--- config.mk ---
export PLATFORM = sky130hd
export DESIGN_NAME = crc_check
export DESIGN_NICKNAME = d
export VERILOG_FILES = /design/src/rtl/crc_pkg.sv /design/src/rtl/crc_check.sv
export SDC_FILE = /design/constraint.sdc
export NUM_CORES = 1
export LEC_CHECK = 0
export ABC_CLOCK_PERIOD_IN_PS = 11700
export CAP_MARGIN = 25
export CORE_UTILIZATION = 45
export DETAILED_ROUTE_END_ITERATION = 16
export PLACE_DENSITY = 0.72
export SETUP_SLACK_MARGIN = 0.4
export SLEW_MARGIN = 20
export SYNTH_ARGS = -nofsm -noshare
export SYNTH_HDL_FRONTEND = slang
export SYNTH_SLANG_ARGS = --single-unit
--- constraint.sdc ---
create_clock -name clk -period 11.7 [get_ports clk]
set_clock_uncertainty 0.2 [all_clocks]
set_input_delay 3.51 -clock clk [delete_from_list [all_inputs] [get_ports clk]]
set_output_delay 3.51 -clock clk [all_outputs]
set_load 0.005 [all_outputs]
--- src/rtl/crc_pkg.sv ---
// Shared CRC-3 definitions for the generator and checker (poly x^3+x+1).
package crc_pkg;

  localparam int CRC_W = 3;
  // Full polynomial; the x^3 term is implicit in the step function.
  localparam logic [CRC_W:0] POLY = 4'b1011;

  typedef enum logic {
    IDLE  = 1'b0,
    CHECK = 1'b1
  } state_t;

  // One bit of polynomial long division: shift in b, reduce if x^3 falls out.
  function automatic logic [CRC_W-1:0] crc3_step(input logic [CRC_W-1:0] rem, input logic b);
    return {rem[CRC_W-2:0], b} ^ (rem[CRC_W-1] ? POLY[CRC_W-1:0] : {CRC_W{1'b0}});
  endfunction

endpackage

--- src/rtl/crc_check.sv ---
// Serial CRC-3 checker: divides {data,crc} one bit per cycle, MSB first, and
// reports pass/syndrome plus a saturating failure count.
module crc_check
  import crc_pkg::*;
#(
  parameter int DATA_W = 128,
  parameter int CNT_W  = 16
) (
  input  logic              clk,
  input  logic              rst,
  input  logic              en,
  input  logic [DATA_W-1:0] i_data,
  input  logic [CRC_W-1:0]  i_crc,
  input  logic              clr_cnt,
  output logic              o_busy,
  output logic              o_valid,
  output logic              o_pass,
  output logic [CRC_W-1:0]  o_syndrome,
  output logic [CNT_W-1:0]  o_err_cnt
);

  localparam int CODE_W = DATA_W + CRC_W;
  localparam int BIT_W  = $clog2(CODE_W);
  localparam logic [BIT_W-1:0] LAST = BIT_W'(CODE_W - 1);

  state_t             state, state_nxt;
  logic [CODE_W-1:0]  shift;
  logic [CRC_W-1:0]   rem, rem_nxt;
  logic [BIT_W-1:0]   cnt;
  logic               last;

  assign rem_nxt = crc3_step(rem, shift[CODE_W-1]);
  // Result edge: the final codeword bit is being consumed.
  assign last    = (state == CHECK) && (cnt == LAST);

  // State register.
  always_ff @(posedge clk or posedge rst) begin
    if (rst) state <= IDLE;
    else     state <= state_nxt;
  end

  // Next state: start on en from IDLE, return after the last bit.
  always_comb begin
    state_nxt = state;
    case (state)
      IDLE:    if (en)   state_nxt = CHECK;
      CHECK:   if (last) state_nxt = IDLE;
      default:           state_nxt = IDLE;
    endcase
  end

  // Outputs decoded from the state register (glitch-free, effectively registered).
  always_comb begin
    o_busy = (state == CHECK);
  end

  // Datapath: load codeword, shift-divide, publish result on the last bit.
  always_ff @(posedge clk or posedge rst) begin
    if (rst) begin
      shift      <= '0;
      rem        <= '0;
      cnt        <= '0;
      o_valid    <= 1'b0;
      o_pass     <= 1'b0;
      o_syndrome <= '0;
    end else begin
      o_valid <= 1'b0;
      if (state == IDLE && en) begin
        shift <= {i_data, i_crc};
        rem   <= '0;
        cnt   <= '0;
      end else if (state == CHECK) begin
        shift <= {shift[CODE_W-2:0], 1'b0};
        rem   <= rem_nxt;
        cnt   <= cnt + 1'b1;
        if (last) begin
          o_valid    <= 1'b1;
          o_syndrome <= rem_nxt;
          o_pass     <= (rem_nxt == '0);
        end
      end
    end
  end

  // Saturating failure counter; clear wins over a coincident failure.
  always_ff @(posedge clk or posedge rst) begin
    if (rst)                                     o_err_cnt <= '0;
    else if (clr_cnt)                            o_err_cnt <= '0;
    else if (last && rem_nxt != '0 && o_err_cnt != '1) o_err_cnt <= o_err_cnt + 1'b1;
  end

endmodule
# Word-level counts from Yosys, hierarchy flattened
# Index checks and enable logic that the tools add are counted.
# Widths: inputs -> output; s select.
[word_totals]
reg_bits = 164
out_inout_bits = 22
elab_cells = 39
inputBits = 135
[classes]
n_eq_ne = 2
n_reduce_logical = 9
n_addsub = 2
mux = 15
bitwise_logic = 3
[ops]
columns = ["op", "n"]
rows = [
  ["$mux 131", 2],
  ["$mux 16", 2],
  ["$add 16x1->16 const B", 1],
  ["$mux 8", 2],
  ["$ne 16x16->1 const B", 1],
  ["$add 8x1->8 const B", 1],
  ["$eq 8x8->1 const B", 1],
  ["$mux 3", 2],
  ["$mux 1", 5],
  ["$logic_and 1x1->1", 4],
  ["$reduce_bool 2->1", 2],
  ["$logic_not 3->1", 1],
  ["$reduce_and 3->1", 1],
  ["$reduce_bool 3->1", 1],
  ["$xor 3x2->3", 1],
  ["$mux 2", 1],
  ["$not 1->1", 2],
  ["$pmux 1 s2", 1],
]

# Depth between registers and ports, before layout
# Gate-level depths: netlist of run 1.
[logic_depth]
depth_word = 7
depth_mapped = 11
ltp_nobuf = 7

# Least setup slack after synthesis of run 1
# Ideal clock, no wire load.
[synth_path]
kind = "input to register"
startpoint = "input en"
endpoint = "register shift[10]"
setup_ns = 0.135
path_buffers = 2
path_stages = 4
arrival_ns = 4.512
required_ns = 11.365
setup_slack_ns = 6.853
path_cell_list = "clkbuf_1 > buf_1 > mux2i_1 > o21ai_1"
[synth_via]
elab_chain_len = 2
elab_cells_between_ends = 3
classes_between = "1 x mux; 2 x reduce/logical"
[synth_lines]
columns = ["element", "line", "source"]
rows = [
  ["start, declared", "crc_check.sv:11", "input logic en,"],
  ["$logic_and 1x1->1 (*)", "crc_check.sv:68", "if (state == IDLE && en) begin"],
  ["$mux 131 / $reduce_bool 2->1 (equally long branches)", "n/a", ""],
  ["end signal, assigned", "crc_check.sv:69", "shift <= {i_data, i_crc};"],
  ["end signal, assigned", "crc_check.sv:73", "shift <= {shift[CODE_W-2:0], 1'b0};"],
  ["end, declared", "crc_check.sv:27", "logic [CODE_W-1:0] shift;"],
]
# Every way passes the cells marked *; elsewhere a longest branch is shown, timed or not.
# A chain may end at the register's enable or synchronous reset.

# Worst setup path in the final report of run 1
[layout_path]
startpoint = "input en"
endpoint = "register shift[4]"
# The elaborated chain is that of the path after synthesis.

==> run_results.csv, run 1 <==
group,metric,value,unit
placed_design,placed_area,0.00923,mm2
synth,synth_top_area_share,54.3,%
setup_path,required,11.75,ns
routing,drt-wirelength-per-cell,14.3,um
cts,clkLatencyLatePin,0.41,ns
die,start_util,45.9,%
synth,syn_inst,736,
cts,cts-resized-gates,0,
setup_path,worstSetupStartpointType,"input port",
final_layout,fin_area,0.00987,mm2
cts,cts_buffer_depth,2,
routing,routed_wl,15.6,mm
routing,drt-initial-drc-count,226,
global_routing,antenna_found_initial,0,
cts,tritoncts,"yes",
setup_path,worstReg2RegStart,"cnt[0]$_DFFE_PP0P_",
routing,drtPass1Iterations,4,
placed_design,gp_congestion,0.723,
final_layout,final_cells,1094,
final_layout,layout_common_cells,"dfrtp_1 (163), clkdlybuf4s50_1 (155), nand2_1 (141)",
setup_path,r2r_slack,8.22,ns
global_routing,grt_pass1_wl,26.5,mm
sta,slew-limit-headroom,29.8,%
die,row_count,47,
cts,cts_setup_buffers,0,
final_layout,multi_input_comb_area,0.00322,mm2
sta,period_minus_slack,5.53,ns
die,boundaryPins,157,
cts,cts_made_buffers,17,
setup_path,crit_path_end_kind,"register",
placed_design,port_buffers,156,
synth,ys_seq_area_share,54.3,%
pwr,powerDensity,197,mW/mm2
worst_hold_path,hold_class,"reg2reg",
final_layout,nets,1003,
placed_design,dp_cells,1064,
sta,worst_slew_pin_slew,1.05,ns
global_routing,grt_max_degree,124,
sta,setup_tns,0,ns
die,fp.dieH,132,um
cts,htreeDepth,4,
sta,drv_slew,0,
placed_design,dpl.hpwl,9.91,mm
synth,syn_area,0.00755,mm2
synth,synthDistinctLibCells,28,
final_layout,num_antenna_cells,0,
setup_path,startpoint,"en",
global_routing,grt_use_total,19.0,%
routing,ant_nets,0,
cts,holdBufCountCts,0,
pwr,peakVddDrop,0.107,mV
die,dieWidth,132,um
sta,hold_viol_final,0,
cts,clk_pin_slew_worst_paths,0.06,ns
die,core_area,0.0165,mm2
final_layout,drive_gt1_share,4.58,%
sta,setup_viol,0,
synth,yosys.area.top_type,"dfrtp_1",
flow_run,cap_violations,0,
setup_path,path_class,"in2reg",
sta,finalCritPeriodShare,47.3,%
sta,fmax,181,MHz
final_layout,layout_commonest_cell,"dfrtp_1",
setup_path,crit_end,"shift[4]$_DFFE_PP0P_",
cts,cts_root_buf,"clkbuf_16",
global_routing,overflow,0,
routing,route.detailed.drc,0,
routing,vias,5632,
die,die-area,0.0173,mm2
status,status,"complete, no violations",
sta,rsz0062_at_grt,"false",
setup_path,ff2ff_path_depth,7,
synth,ys_ff_latch,164,
synth,yosys_warnings,0,
synth,synth_fp_nets,874,
routing,viasPerCell,5.15,
setup_path,critPathMaxFanout,74,
synth,avgSynthCellArea,10.3,um2
setup_path,arrival,5.58,ns
setup_path,r2r_end,"o_err_cnt[7]$_DFFE_PP0P_",
final_layout,area_growth_syn_to_layout,30.6,%
cts,cts_sinks,164,
final_layout,ff_latch_area,0.00411,mm2
final_layout,n_fill_cell,1402,
synth,ys_top_cells_by_area,"dfrtp_1 (54%), mux2i_1 (18%), o21ai_0 (8.0%)",
global_routing,grt_pass1_vias,5414,
pwr,total_leakage_power,4.56,nW
==> state kept, by name, summed over array words and instances, names as in the netlist <==
register    cells
shift         131
o_err_cnt      16
cnt             8
o_syndrome      3
rem             3
o_busy          1
o_pass          1
o_valid         1
==> cells in the mapped netlist <==
cell	n
a21oi_1	16
a22o_1	1
and3_1	5
buf_1	7
buf_2	3
buf_6	1
clkbuf_1	41
dfrtp_1	164
ha_1	3
inv_1	7
mux2_2	5
mux2i_1	136
nand2_1	141
nand2b_1	6
nand3_1	14
nand4_1	4
nor2_1	8
nor2b_1	1
nor4_1	2
o21ai_0	121
o21ai_1	19
o22ai_1	1
o31ai_1	8
or3_1	7
or4_1	9
or4b_1	1
xnor2_1	2
xor2_1	3
==> final cells by class <==
| type | instances | area share (%) |
|---|---|---|
| Tap cell | 220 | 2.79 |
| Timing Repair Buffer | 162 | 16.7 |
| Multi-Input combinational cell | 513 | 32.6 |
| Inverter | 7 | 0.317 |
| Clock buffer | 23 | 4.94 |
| Sequential cell | 164 | 41.6 |
| Clock inverter | 5 | 1.01 |
==> how the worst min path moves through the flow <==
stage,startpoint,endpoint,slack (ns),cells after the start
3_5_place_dp,shift[109]$_DFFE_PP0P_,shift[110]$_DFFE_PP0P_,0.26,2
3_3_place_gp,shift[108]$_DFFE_PP0P_,shift[109]$_DFFE_PP0P_,0.25,2
2_1_floorplan,cnt[7]$_DFFE_PP0P_,cnt[7]$_DFFE_PP0P_,0.24,1
5_1_grt,cnt[7]$_DFFE_PP0P_,cnt[7]$_DFFE_PP0P_,0.29,1
4_1_cts,shift[100]$_DFFE_PP0P_,shift[101]$_DFFE_PP0P_,0.28,2
6_report,shift[93]$_DFFE_PP0P_,shift[94]$_DFFE_PP0P_,0.28,2
==> logic make-up after synthesis <==
| group | Yosys count | synth area share [%] |
|---|---|---|
| compound gates | 166 | 11.3 |
| xor+xnor | 5 | 0.580 |
| fa+ha+maj | 3 | 0.497 |
| buf+inv | 59 | 3.08 |
| flops | 164 | 54.3 |
| mux | 141 | 18.8 |
| simple gates | 198 | 11.4 |
==> power by group <==
| group | total [mW] | leakage [nW] | switching, mW | internal [mW] |
|---|---|---|---|---|
| registers | 0.936 | 2.08 | 0.137 | 0.799 |
| logic | 0.441 | 2.19 | 0.217 | 0.224 |
| clock network | 0.564 | 0.291 | 0.211 | 0.353 |
| total | 1.94 | 4.56 | 0.566 | 1.38 |
==> worst max-delay path: stages <==
cell,delay (ns)
buf_6,0.61
buf_4,0.92
mux2i_1,0.26
o21ai_0,0.12
==> through the flow <==
step	power [mW]	util [%]	hold WS [ns]	setup slack [ns]
3_5_place_dp	1.39	56.0	0.262	5.78
2_1_floorplan	1.23	-	0.245	3.56
4_1_cts	1.96	59.6	0.279	6.14
3_3_place_gp	1.36	56.0	0.252	5.82
6_report	1.94	59.9	0.276	6.17
5_1_grt	2.09	59.9	0.286	6.07
==> per-layer routing <==
metal	track usage, %	routed length (um)
met2	27.9	6770
met1	26.7	7780
met4	5.62	147
met3	6.13	922
met5	0	0
No activity file was read; power rests on OpenSTA's default activity.
==> run 2: changes to the inputs <==
--- a/config.mk
+++ b/config.mk
@@ -5,7 +5,7 @@
 export SDC_FILE = /design/constraint.sdc
 export NUM_CORES = 1
 export LEC_CHECK = 0
-export ABC_CLOCK_PERIOD_IN_PS = 11700
+export ABC_CLOCK_PERIOD_IN_PS = 5400
 export CAP_MARGIN = 25
 export CORE_UTILIZATION = 45
 export DETAILED_ROUTE_END_ITERATION = 16
==> constraint.sdc (replaced) <==
create_clock -name clk -period 5.4 [get_ports clk]
set_clock_uncertainty 0.2 [all_clocks]
set_input_delay 1.62 -clock clk [delete_from_list [all_inputs] [get_ports clk]]
set_output_delay 1.62 -clock clk [all_outputs]
set_load 0.005 [all_outputs]
==> run 2 against run 1 <==
Die area stayed put. Final cell count is 0.64% higher. Sequential share of layout area is 0.34 points lower. Register-to-register slack worse by 6.3 ns. Setup slack worse by 4.4 ns. Highest routed layer unchanged.
==> run_results.csv, run 2 (synthesis gave the netlist of run 1 again) <==
group,metric,value,unit
sta,setup_viol,0,
global_routing,use_met2,27.5,%
cts,cts_root_buf,"clkbuf_16",
global_routing,grt_use_total,19.0,%
pwr,powerDensity,430,mW/mm2
die,boundaryPins,157,
final_layout,utilization,60.4,%
sta,period_minus_slack,3.63,ns
setup_path,required,3.58,ns
die,fp.dieH,132,um
placed_design,dpl.hpwl,10.1,mm
cts,clk_pin_slew_worst_paths,0.06,ns
placed_design,port_buffers,156,
placed_design,gp_congestion,0.725,
final_layout,nets,1006,
sta,drv_slew,0,
global_routing,grtUsageMet3,5.56,%
routing,routed_wl,15.6,mm
final_layout,regMostFlops,"shift",
routing,viasPerCell,5.16,
routing,route.detailed.drc,0,
placed_design,pre_cts_ws,1.99,ns
cts,holdBufCountCts,0,
setup_path,path_class,"reg2out",
setup_path,crit_family,"flip-flops",
cts,cts_sinks,164,
final_layout,drive_gt1_share,5.45,%
sta,rsz0062_at_grt,"false",
sta,setup_tns,0,ns
cts,cts-resized-gates,0,
setup_path,crit_path_end_kind,"output port",
pwr,peakVddDrop,0.248,mV
cts,cts_buffer_depth,2,
final_layout,layout_commonest_cell,"dfrtp_1",
global_routing,busiest_layer,"met2",
sta,hold_viol_final,0,
final_layout,largest_register_ff_count,131,
routing,drt-initial-drc-count,208,
die,die-area,0.0173,mm2
die,start_util,45.9,%
sta,slew-limit-headroom,44.6,%
final_layout,num_antenna_cells,0,
routing,ant_nets,0,
final_layout,layout_common_cells,"dfrtp_1 (163), clkdlybuf4s50_1 (155), nand2_1 (141)",
cts,clkLatencyLatePin,0.42,ns
cts,cts_setup_buffers,0,
flow_run,cap_violations,0,
die,core_area,0.0165,mm2
cts,htreeDepth,4,
setup_path,critPathMaxFanout,62,
setup_path,path_cells,"clkdlybuf4s50_1",
die,dieWidth,132,um
final_layout,area_growth_syn_to_layout,31.7,%
global_routing,grt_max_degree,120,
pwr,total_leakage_power,4.60,nW
cts,cts_made_buffers,17,
setup_path,crit_path_top_delay_cell,"dfrtp_4",
routing,vias,5683,
cts,tritoncts,"yes",
final_layout,n_fill_cell,1418,
status,status,"complete, no violations",
placed_design,placed_area,0.00928,mm2
setup_path,max_stage_delay,0.78,ns
global_routing,grt_pass1_wl,26.6,mm
setup_path,arrival,1.81,ns
routing,drtPass1Iterations,4,
sta,finalWorstSetupSlack,1.77,ns
die,row_count,47,
global_routing,antenna_found_initial,0,
sta,finalCritPeriodShare,67.2,%
sta,worst_slew_pin_slew,0.831,ns
setup_path,critPathBufInv,1,
global_routing,overflow,0,
routing,drt-wirelength-per-cell,14.1,um
final_layout,reg_top3,"shift: 131 flops, o_err_cnt: 16 flops, cnt: 8 flops",
setup_path,worstSetupStartpointType,"register",
worst_hold_path,hold_class,"reg2reg",
sta,fmax,275,MHz
global_routing,grt_pass1_vias,5421,
global_routing,grtUsageMet1,27.3,%
final_layout,fin_area,0.00995,mm2
run 2: layout make-up:
class / instances / area, um2 / area share, %
flip-flops and latches: 164 / 4110 / 41.3
well taps: 220 / 275 / 2.77
multi-input cells: 513 / 3220 / 32.3
inverters: 7 / 30.0 / 0.302
clock inverters: 7 / 116 / 1.17
clock buffers: 25 / 526 / 5.28
repair buffers: 165 / 1680 / 16.8
run 2: metal layers:
metal	share of wire (%)	wire [um]	up-vias
met3	6.1	949	14
met1	49	7690	2708
met2	43	6760	138
met5	0	0	-
li1	-	-	2823
met4	1.2	180	0
run 2: worst paths after layout:
| kind | cells after the start | slack [ns] | to | from |
|---|---|---|---|---|
| max | 1 | 1.77 | o_busy | o_busy$_DFF_PP0_ |
| min | 2 | 0.27 | shift[65]$_DFFE_PP0P_ | shift[64]$_DFFE_PP0P_ |
| max reg2reg | 7 | 1.96 | o_err_cnt[15]$_DFFE_PP0P_ | cnt[0]$_DFFE_PP0P_ |
| min reg2reg | 2 | 0.27 | shift[65]$_DFFE_PP0P_ | shift[64]$_DFFE_PP0P_ |
| max in group asynchronous | 3 | 2.65 | shift[100]$_DFFE_PP0P_ | rst |
| min in group asynchronous | 2 | 1.43 | shift[46]$_DFFE_PP0P_ | rst |
run 2: through the flow:
step / hold slack (ns) / power (mW) / instances
final: 0.271 / 4.28 / 1101
after global routing: 0.297 / 4.60 / 1101
after CTS: 0.277 / 4.32 / 1100
after detailed placement: 0.263 / 3.01 / 1068
after global placement: 0.255 / 2.96 / 1068
after floorplan: 0.245 / 2.67 / 736
run 2: where the power goes:
part           total [mW]  internal, mW  switching, mW
sequential           2.03          1.73          0.296
combinational       0.962         0.485          0.476
clock                1.29         0.814          0.479
total                4.28          3.03           1.25
